<file path="config.mk">
export PLATFORM = sky130hd
export DESIGN_NAME = lcd_cmd_seq
export DESIGN_NICKNAME = d
export VERILOG_FILES = /design/src/rtl/lcd_pkg.sv /design/src/rtl/lcd_cmd_fifo.sv /design/src/rtl/lcd_cmd_seq.sv
export SDC_FILE = /design/constraint.sdc
export NUM_CORES = 1
export LEC_CHECK = 0
export BUFFER_PORTS_ARGS = -buffer_cell sky130_fd_sc_hd__buf_2
export CORE_MARGIN = 2
export CORE_UTILIZATION = 45
export CTS_CLUSTER_SIZE = 14
export DETAILED_ROUTE_END_ITERATION = 8
export HOLD_SLACK_MARGIN = 0.15
export PLACE_DENSITY = 0.72
export SKIP_CTS_REPAIR_TIMING = 1
export SLEW_MARGIN = 0
export SYNTH_ARGS = -nofsm -noshare
export SYNTH_HDL_FRONTEND = slang
export SYNTH_HIERARCHICAL = 1
export SYNTH_SLANG_ARGS = --single-unit
</file>
<file path="constraint.sdc">
create_clock -name clk -period 2.75 [get_ports clk]
set_input_delay 0.55 -clock clk [delete_from_list [all_inputs] [get_ports clk]]
set_output_delay 0.55 -clock clk [all_outputs]
set_load 0.05 [all_outputs]
</file>
<file path="src/rtl/lcd_pkg.sv">
// Types shared between the LCD command sequencer and the LCD controller.
// Includes the opcode enum, the coordinate struct and the sequencer-internal encodings.
package lcd_pkg;

   localparam int CMD_W = 3;
   localparam int CNT_W = 5;

   typedef enum logic [2:0] {
      WRITE = 3'd0,
      UP    = 3'd1,
      DOWN  = 3'd2,
      LEFT  = 3'd3,
      RIGHT = 3'd4,
      AVG   = 3'd5,
      MX    = 3'd6,
      MY    = 3'd7
   } lcd_cmd_e;

   typedef struct packed {
      logic [2:0] x;
      logic [2:0] y;
   } coordinate_s;

   typedef enum logic [1:0] {
      ST_IDLE  = 2'd0,
      ST_ISSUE = 2'd1,
      ST_GUARD = 2'd2
   } seq_state_e;

   // Reload fence after a WRITE: wait for done to fall, then to rise again.
   typedef enum logic [1:0] {
      FENCE_NONE      = 2'd0,
      FENCE_WAIT_LOW  = 2'd1,
      FENCE_WAIT_HIGH = 2'd2
   } fence_e;

   function automatic logic [15:0] sat_inc16(input logic [15:0] v);
      return (v == 16'hFFFF) ? v : v + 16'd1;
   endfunction

endpackage

</file>
<file path="src/rtl/lcd_cmd_fifo.sv">
// Command FIFO for the LCD sequencer: DEPTH entries of 3 bits, power-of-two depth.
// Storage is not reset; only pointers and occupancy are.
module lcd_cmd_fifo
   import lcd_pkg::*;
#(
   parameter int DEPTH = 8
)
(
   input  logic             clk,
   input  logic             reset,
   input  logic             push,
   input  logic             pop,
   input  logic [CMD_W-1:0] wdata,
   output logic [CMD_W-1:0] rdata,
   output logic             full,
   output logic             empty,
   output logic [CNT_W-1:0] count
);

   localparam int AW = (DEPTH > 1) ? $clog2(DEPTH) : 1;
   localparam logic [CNT_W-1:0] DEPTH_C = CNT_W'(DEPTH);

   logic [CMD_W-1:0] mem_q [DEPTH];
   logic [AW-1:0]    wr_ptr_q, wr_ptr_d;
   logic [AW-1:0]    rd_ptr_q, rd_ptr_d;
   logic [CNT_W-1:0] count_q, count_d;
   logic             wr_en, rd_en;

   assign full  = (count_q == DEPTH_C);
   assign empty = (count_q == '0);
   assign count = count_q;
   assign rdata = mem_q[rd_ptr_q];

   // A push into a full FIFO is accepted only when the head leaves in the same cycle.
   assign wr_en = push && (!full || pop);
   assign rd_en = pop && !empty;

   always_comb begin
      wr_ptr_d = wr_ptr_q;
      rd_ptr_d = rd_ptr_q;
      count_d  = count_q;
      if (wr_en) wr_ptr_d = wr_ptr_q + AW'(1);
      if (rd_en) rd_ptr_d = rd_ptr_q + AW'(1);
      case ({wr_en, rd_en})
         2'b10:   count_d = count_q + CNT_W'(1);
         2'b01:   count_d = count_q - CNT_W'(1);
         default: count_d = count_q;
      endcase
   end

   always_ff @(posedge clk or posedge reset) begin
      if (reset) begin
         wr_ptr_q <= '0;
         rd_ptr_q <= '0;
         count_q  <= '0;
      end else begin
         wr_ptr_q <= wr_ptr_d;
         rd_ptr_q <= rd_ptr_d;
         count_q  <= count_d;
      end
   end

   always_ff @(posedge clk) begin
      if (wr_en) mem_q[wr_ptr_q] <= wdata;
   end

endmodule

</file>
<file path="src/rtl/lcd_cmd_seq.sv">
// LCD command sequencer: queues host opcodes and issues them one at a time to the LCD controller.
// Optional statistics counters are built when LCD_CMD_STATS_EN is defined.
module lcd_cmd_seq
   import lcd_pkg::*;
#(
   parameter int FIFO_DEPTH   = 8,
   parameter int GUARD_CYCLES = 1
)
(
   input  logic             clk,
   input  logic             reset,
   input  logic [CMD_W-1:0] host_cmd,
   input  logic             host_valid,
   output logic             host_ready,
   output logic [CMD_W-1:0] cmd,
   output logic             cmd_valid,
   input  logic             busy,
   input  logic             done,
   output logic [CNT_W-1:0] fifo_cnt,
   output logic             seq_idle,
   output logic [15:0]      stat_issued,
   output logic [15:0]      stat_stall
);

   localparam logic [1:0] GUARD_LAST = 2'(GUARD_CYCLES - 1);

   seq_state_e       state_q, state_d;
   fence_e           fence_q, fence_d;
   logic [1:0]       guard_q, guard_d;
   logic [CMD_W-1:0] last_cmd_q, last_cmd_d;
   logic [CMD_W-1:0] head;
   logic             fifo_full, fifo_empty;
   logic             push, pop, can_issue;

   assign host_ready = !fifo_full;
   assign push       = host_valid && host_ready;
   assign pop        = (state_q == ST_ISSUE);
   assign seq_idle   = fifo_empty && (state_q == ST_IDLE);
   assign can_issue  = !fifo_empty && !busy && done && (fence_q == FENCE_NONE);

   lcd_cmd_fifo #(
      .DEPTH (FIFO_DEPTH)
   ) u_fifo (
      .clk   (clk),
      .reset (reset),
      .push  (push),
      .pop   (pop),
      .wdata (host_cmd),
      .rdata (head),
      .full  (fifo_full),
      .empty (fifo_empty),
      .count (fifo_cnt)
   );

   always_comb begin
      state_d    = state_q;
      fence_d    = fence_q;
      guard_d    = guard_q;
      last_cmd_d = last_cmd_q;
      cmd_valid  = 1'b0;
      cmd        = last_cmd_q;

      case (fence_q)
         FENCE_WAIT_LOW:  if (!done) fence_d = FENCE_WAIT_HIGH;
         FENCE_WAIT_HIGH: if (done)  fence_d = FENCE_NONE;
         default:         fence_d = fence_q;
      endcase

      case (state_q)
         ST_IDLE: begin
            if (can_issue) state_d = ST_ISSUE;
         end
         ST_ISSUE: begin
            cmd_valid  = 1'b1;
            cmd        = head;
            last_cmd_d = head;
            guard_d    = '0;
            state_d    = ST_GUARD;
            if (lcd_cmd_e'(head) == WRITE) fence_d = FENCE_WAIT_LOW;
         end
         ST_GUARD: begin
            // The last guard cycle doubles as the busy re-sample point, giving 1+GUARD_CYCLES spacing.
            if (guard_q == GUARD_LAST) state_d = can_issue ? ST_ISSUE : ST_IDLE;
            else                       guard_d = guard_q + 2'd1;
         end
         default: state_d = ST_IDLE;
      endcase
   end

   always_ff @(posedge clk or posedge reset) begin
      if (reset) begin
         state_q    <= ST_IDLE;
         fence_q    <= FENCE_NONE;
         guard_q    <= '0;
         last_cmd_q <= '0;
      end else begin
         state_q    <= state_d;
         fence_q    <= fence_d;
         guard_q    <= guard_d;
         last_cmd_q <= last_cmd_d;
      end
   end

`ifdef LCD_CMD_STATS_EN
   logic [15:0] issued_q, issued_d;
   logic [15:0] stall_q, stall_d;

   always_comb begin
      issued_d = issued_q;
      stall_d  = stall_q;
      if (cmd_valid) issued_d = sat_inc16(issued_q);
      if (!fifo_empty && (state_q == ST_IDLE) && busy) stall_d = sat_inc16(stall_q);
   end

   always_ff @(posedge clk or posedge reset) begin
      if (reset) begin
         issued_q <= '0;
         stall_q  <= '0;
      end else begin
         issued_q <= issued_d;
         stall_q  <= stall_d;
      end
   end

   assign stat_issued = issued_q;
   assign stat_stall  = stall_q;
`else
   assign stat_issued = 16'd0;
   assign stat_stall  = 16'd0;
`endif

endmodule

</file>
==> run metrics, run 1 <==
run status=completed; Period minus WS final=2.662 ns; number of synthesized flops with an enable pin=24; Clock Latency Late Sink=between 0.2 and 0.3 ns; class of the tightest hold or removal check=in2async; Clock Pin Slew Worst Setup and Hold Paths=0.08 ns; Routed WL=3.556 mm; async set or reset register ratio after synthesis=0.4545; Overall Global Routing Usage=0.1255; vias=between 1000 and 1500; final hold vios=0; CP Capture Type=primary output; P_int=0.001642 W; Crit Path Max Fanout=7; Final ANT Viol Nets=0; clock network power share=0.176; crit path DAT=2.11 ns; Iter 0 DRT Violations=45; Initial DRT Pass Iterations=2; H-Tree Depth=2; Comb pwr share=0.451; Fill cells=476; final RePlAce weighted congestion=~0.78; DR DRC count=0; Post-synth top cells=32 x buf_4, 24 x edfxtp_1, 20 x dfrtp_1, 13 x inv_1; global-route wire length before repair=5.823 mm; Peak VDD IR=366.4 uV; Pwr per Cell Area=1061 nW/um^2; cell count after placement=approximately 280; CP required=between 2 and 2.5 ns; crit path kind=reg2out; final max-slew violation count=0; Port-buffer cells=18; antenna violations before repair=0; drt wl/cell=12.26 um; skew final=0.006470 ns; register area=1227 um^2; critical register-to-register path startpoint=u_fifo/count[0]; die height=77.22 um; post-synth top area cell=edfxtp_1; width of the die=between 70 and 80 um; Yosys Warn Count=6; Reg power frac=0.372; Final #Nets=~240; core area=~5100 um^2; Post-Synthesis Cells=190; Starting Density=0.4693; dpl hpwl=2.814 mm; post-synthesis area per instance=about 13 um^2; ant diodes=0; vias per inst=around 4.6; Yosys top cell area share=0.2988; largest net degree at the start of global routing=16; multi-input combinational cell area=999.7 um^2; I/O pin count=just over 50; Final Util=0.5124; most numerous cell in the Yosys netlist=buf_4; Setup crit start kind=flop; CTS tree=built; Final Setup Violations=0; Fmax achieved=about 0.38 GHz; Setup crit start=u_fifo/rd_ptr_q[0]; area grow syn2layout=9.181%; Die ar.=5962 um^2; layout cell share with drive strength beyond 1=0.2727; Remaining Overflow, GRT=0; Netlist cell types=45; fin crit share=0.9679; CTS sink cnt=44; CTS Buf Count=5; sequential area share after synthesis=0.5062; Area contributors post-synth=edfxtp_1 30%, dfrtp_1 21%, buf_4 10%, mux4_1 6.5%, ha_1 5.2%; flops & latches, synth=44; final cell count without fillers=290; max cap viols=0; row cnt=26; Net Sw Power=0.001151 W; CTS root buf=clkbuf_8; most used flip-flop cell after synthesis=edfxtp_1; synthesized area=2412 um^2; clk buf depth=2; sw frac=0.4121; vias in the first global route=between 1000 and 1500; RSZ-0062 raised after global routing=no; Static Leak=1.141 nW
==> per-stage QoR <==
step / setup slack, ns / setup TNS [ns] / total power (W) / hold slack [ns] / instance area [um^2]
floorplan: -0.06225 / -0.1242 / 0.002078 / 0.3779 / 2537
global placement: 0.2362 / 0 / 0.002291 / 0.4840 / 2509
detailed placement: 0.1692 / 0 / 0.002305 / 0.4788 / 2509
CTS: -0.08166 / -0.2044 / 0.002808 / 0.2084 / 2625
global route: 0.008071 / 0 / 0.002976 / 0.2422 / 2634
finish: 0.08832 / 0 / 0.002793 / 0.2009 / 2634
==> cell type report <==
type	instances	area share
clock buffers	5	0.02613
inverters	13	0.01995
repair buffers	26	0.05701
well taps	70	0.03325
flip-flops and latches	44	0.4660
multi-input cells	129	0.3796
clock inverters	3	0.01805
==> flip-flops by register name (all words and copies together) (netlist names) <==
name / flops
fence_q: 2
guard_q: 2
last_cmd_q: 3
state_q: 2
u_fifo/count: 5
u_fifo/mem_q: 24
u_fifo/rd_ptr_q: 3
u_fifo/wr_ptr_q: 3
==> layout by cell type, fill, tap and decap left out, types with 3 or more instances in the layout <==
| cell | instances |
|---|---|
| a22o_1 | 3 |
| inv_1 | 12 |
| o21ai_0 | 3 |
| ha_1 | 10 |
| conb_1 | 32 |
| dfrtp_1 | 15 |
| nand2_1 | 9 |
| xor2_1 | 3 |
| a21oi_1 | 4 |
| nand3_1 | 3 |
| buf_4 | 8 |
| xnor2_1 | 4 |
| nor2_1 | 10 |
| dfrtp_2 | 5 |
| mux4_1 | 6 |
| edfxtp_1 | 24 |
| buf_2 | 18 |
| clkbuf_8 | 5 |
| mux2_2 | 7 |
==> power by group through the flow <==
stage	Clock [W]	Combinational, W	Sequential [W]
finish	0.000493	0.00126	0.00104
global route	0.000534	0.00137	0.00107
CTS	0.000508	0.00125	0.00105
detailed placement	0	0.00125	0.00106
global placement	0	0.00124	0.00105
floorplan	0	0.000943	0.00113
==> worst max-delay path, cell delays in order (launching register included) <==
cell	delay, ns
dfrtp_2	0.46
mux4_1	0.57
mux2_2	0.29
mux2_2	0.28
buf_2	0.21
==> kinds of logic after synthesis <==
group	share of synthesized area
buffers and inverters	0.1276
AND/OR/NAND/NOR	0.1157
flip-flops	0.5062
multiplexers	0.1172
AO/OA/AOI/OAI	0.04617
adder cells (fa/ha/maj)	0.06017
XOR/XNOR	0.02542
other	0.001555
==> routing by layer <==
| metal | vias up | global-route usage | wire length, um |
|---|---|---|---|
| met3 | 8 | 0.03529 | 149 |
| met2 | 35 | 0.1843 | 1636 |
| li1 | 669 | - | - |
| met4 | 0 | 0.05357 | 81 |
| met5 | - | 0 | 0 |
| met1 | 625 | 0.1746 | 1688 |
==> worst paths after layout <==
path                              endpoint  slack [ns]  cells past startpoint
max                                 cmd[2]        0.09                      4
min                          last_cmd_q[0]        0.20                      2
max reg2reg                u_fifo/count[4]        0.16                     10
min reg2reg                  last_cmd_q[0]        0.50                      1
max in group asynchronous  u_fifo/count[4]        2.17                      2
min in group clk                state_q[0]        0.42                      2
No activity file was read; power rests on OpenSTA's default activity.
==> inputs of run 2 (changes only) <==
Clock period 2.75 ns to 2.24 ns, I/O delays scaled along.
==> run metrics, run 2 (synthesis gave the netlist of run 1 again) <==
most frequent cells in the layout=32 x conb_1, 24 x edfxtp_1, 22 x buf_4; ant diodes=0; critical register-to-register path startpoint=u_fifo/count[0]; Net Sw Power=between 0.0015 and 0.002 W; drt wl/cell=13.77 um; clock network power share=0.158; CTS tree=built; vias in the first global route=1412; class of the tightest hold or removal check=in2reg; Remaining Overflow, GRT=0; CTS Buf Count=5; Reg power frac=0.329; crit path DAT=about 2.0 ns; I/O pin count=51; Reg with most FFs=u_fifo/mem_q; R2R Setup Slk=-0.18 ns; Die ar.=between 5000 and 6000 um^2; dpl ws=-0.1229 ns; final max-slew violation count=0; Starting Density=0.4693; max cap viols=0; Iter 0 DRT Violations=38; M3 GR Usage=0.03765; H-Tree Depth=2; R2R depth=11; Clock Latency Late Sink=0.29 ns; dpl hpwl=3.085 mm; Setup TNS=-0.9551 ns; final worst setup slack=-0.2506 ns; Clock Pin Slew Worst Setup and Hold Paths=0.09 ns; CTS root buf=clkbuf_8; cell count after placement=295; Port-buffer cells=18; total power=between 0.003 and 0.004 W; CTS sink cnt=between 40 and 50; number of flip-flops in the largest register=24; layout cell share with drive strength beyond 1=0.3941; Peak VDD IR=619.9 uV; clk buf depth=2; multi-input combinational cell area=1099 um^2; Fill cells=435; Pwr per Cell Area=1347 nW/um^2; die height=77.22 um; Period minus WS final=2.491 ns; CP required=around 1.8 ns; Crit Path Max Fanout=7; register area=1227 um^2; antenna violations before repair=0; Final ANT Viol Nets=0; hold endpoint=state_q[0]; final hold vios=0; vias=roughly 1400; P_int=0.002330 W; vias per inst=~4.7; Final Setup Violations=5; grt peak-use layer=met2; final RePlAce weighted congestion=0.7388; Final Util=0.5623; Comb pwr share=0.514; Min-Delay Startpoint=busy; largest net degree at the start of global routing=16; Initial DRT Pass Iterations=4; GR Util met1=0.1887; Static Leak=1.273 nW; failing checks=setup timing; crit path kind=reg2out; final cell count without fillers=306; DR DRC count=0; row cnt=26; core area=5140 um^2; CP Capture Type=primary output; sw frac=0.4015; skew final=0.005652 ns; Overall Global Routing Usage=0.1486; commonest non-fill, non-tap cell in the layout=conb_1; fin crit share=1.112; run status=finished with violations; area grow syn2layout=19.81%; Setup crit start kind=flop; RSZ-0062 raised after global routing=yes; Fmax achieved=0.4015 GHz; M2 GR Usage=0.2383; worst hold stages=2; global-route wire length before repair=between 6 and 7 mm; r2r endpoint=u_fifo/count[4]; Final #Nets=roughly 250; width of the die=77.22 um; Routed WL=between 4 and 5 mm
==> run 2: cell count changes in the layout (fill, tap and decap cells not counted), sizes merged <==
cell,delta
inv,+1
dlygate4sd3,+1
buf,+15
clkinvlp,+1
clkinv,-2
==> run 2: power by group through the flow <==
stage | Clock, W | Sequential [W] | Combinational [W]
finish | 0.000614 | 0.00128 | 0.00200
global route | 0.000672 | 0.00131 | 0.00215
CTS | 0.000634 | 0.00126 | 0.00180
detailed placement | 0 | 0.00128 | 0.00179
global placement | 0 | 0.00127 | 0.00174
floorplan | 0 | 0.00140 | 0.00122
==> run 2: cell type report <==
type	instances	area share
multi-input cells	129	0.3801
flip-flops and latches	44	0.4247
clock inverters	3	0.01602
well taps	70	0.03030
clock buffers	5	0.02381
inverters	13	0.01818
repair buffers	42	0.1069
==> run 2: through the flow <==
stage	cell area [um^2]	hold WS (ns)
global route	2890	0.3052
floorplan	2601	0.2759
CTS	2793	0.1272
finish	2890	0.3201
global placement	2678	0.4368
detailed placement	2678	0.4466
==> run 2: worst max-delay path by stage <==
stage,endpoint,from,slack [ns],cells after the start
2_1_floorplan,u_fifo/count[4],u_fifo/count[4],-0.26,10
3_3_place_gp,u_fifo/count[4],u_fifo/count[4],-0.12,11
3_5_place_dp,u_fifo/count[4],u_fifo/count[4],-0.12,11
4_1_cts,cmd[2],u_fifo/rd_ptr_q[0],-0.44,4
5_1_grt,cmd[2],u_fifo/rd_ptr_q[0],-0.32,4
6_report,cmd[1],u_fifo/rd_ptr_q[0],-0.25,4
==> run 2: per-layer routing <==
metal	up-vias	share of wire
met4	0	0.013
li1	693	-
met5	-	0
met1	698	0.44
met2	47	0.50
met3	4	0.045
==> run 2: critical path: stages (launching register included) <==
cell     delay, ns
dfrtp_2       0.49
mux4_2        0.54
mux2_4        0.28
mux2_4        0.29
buf_8         0.15
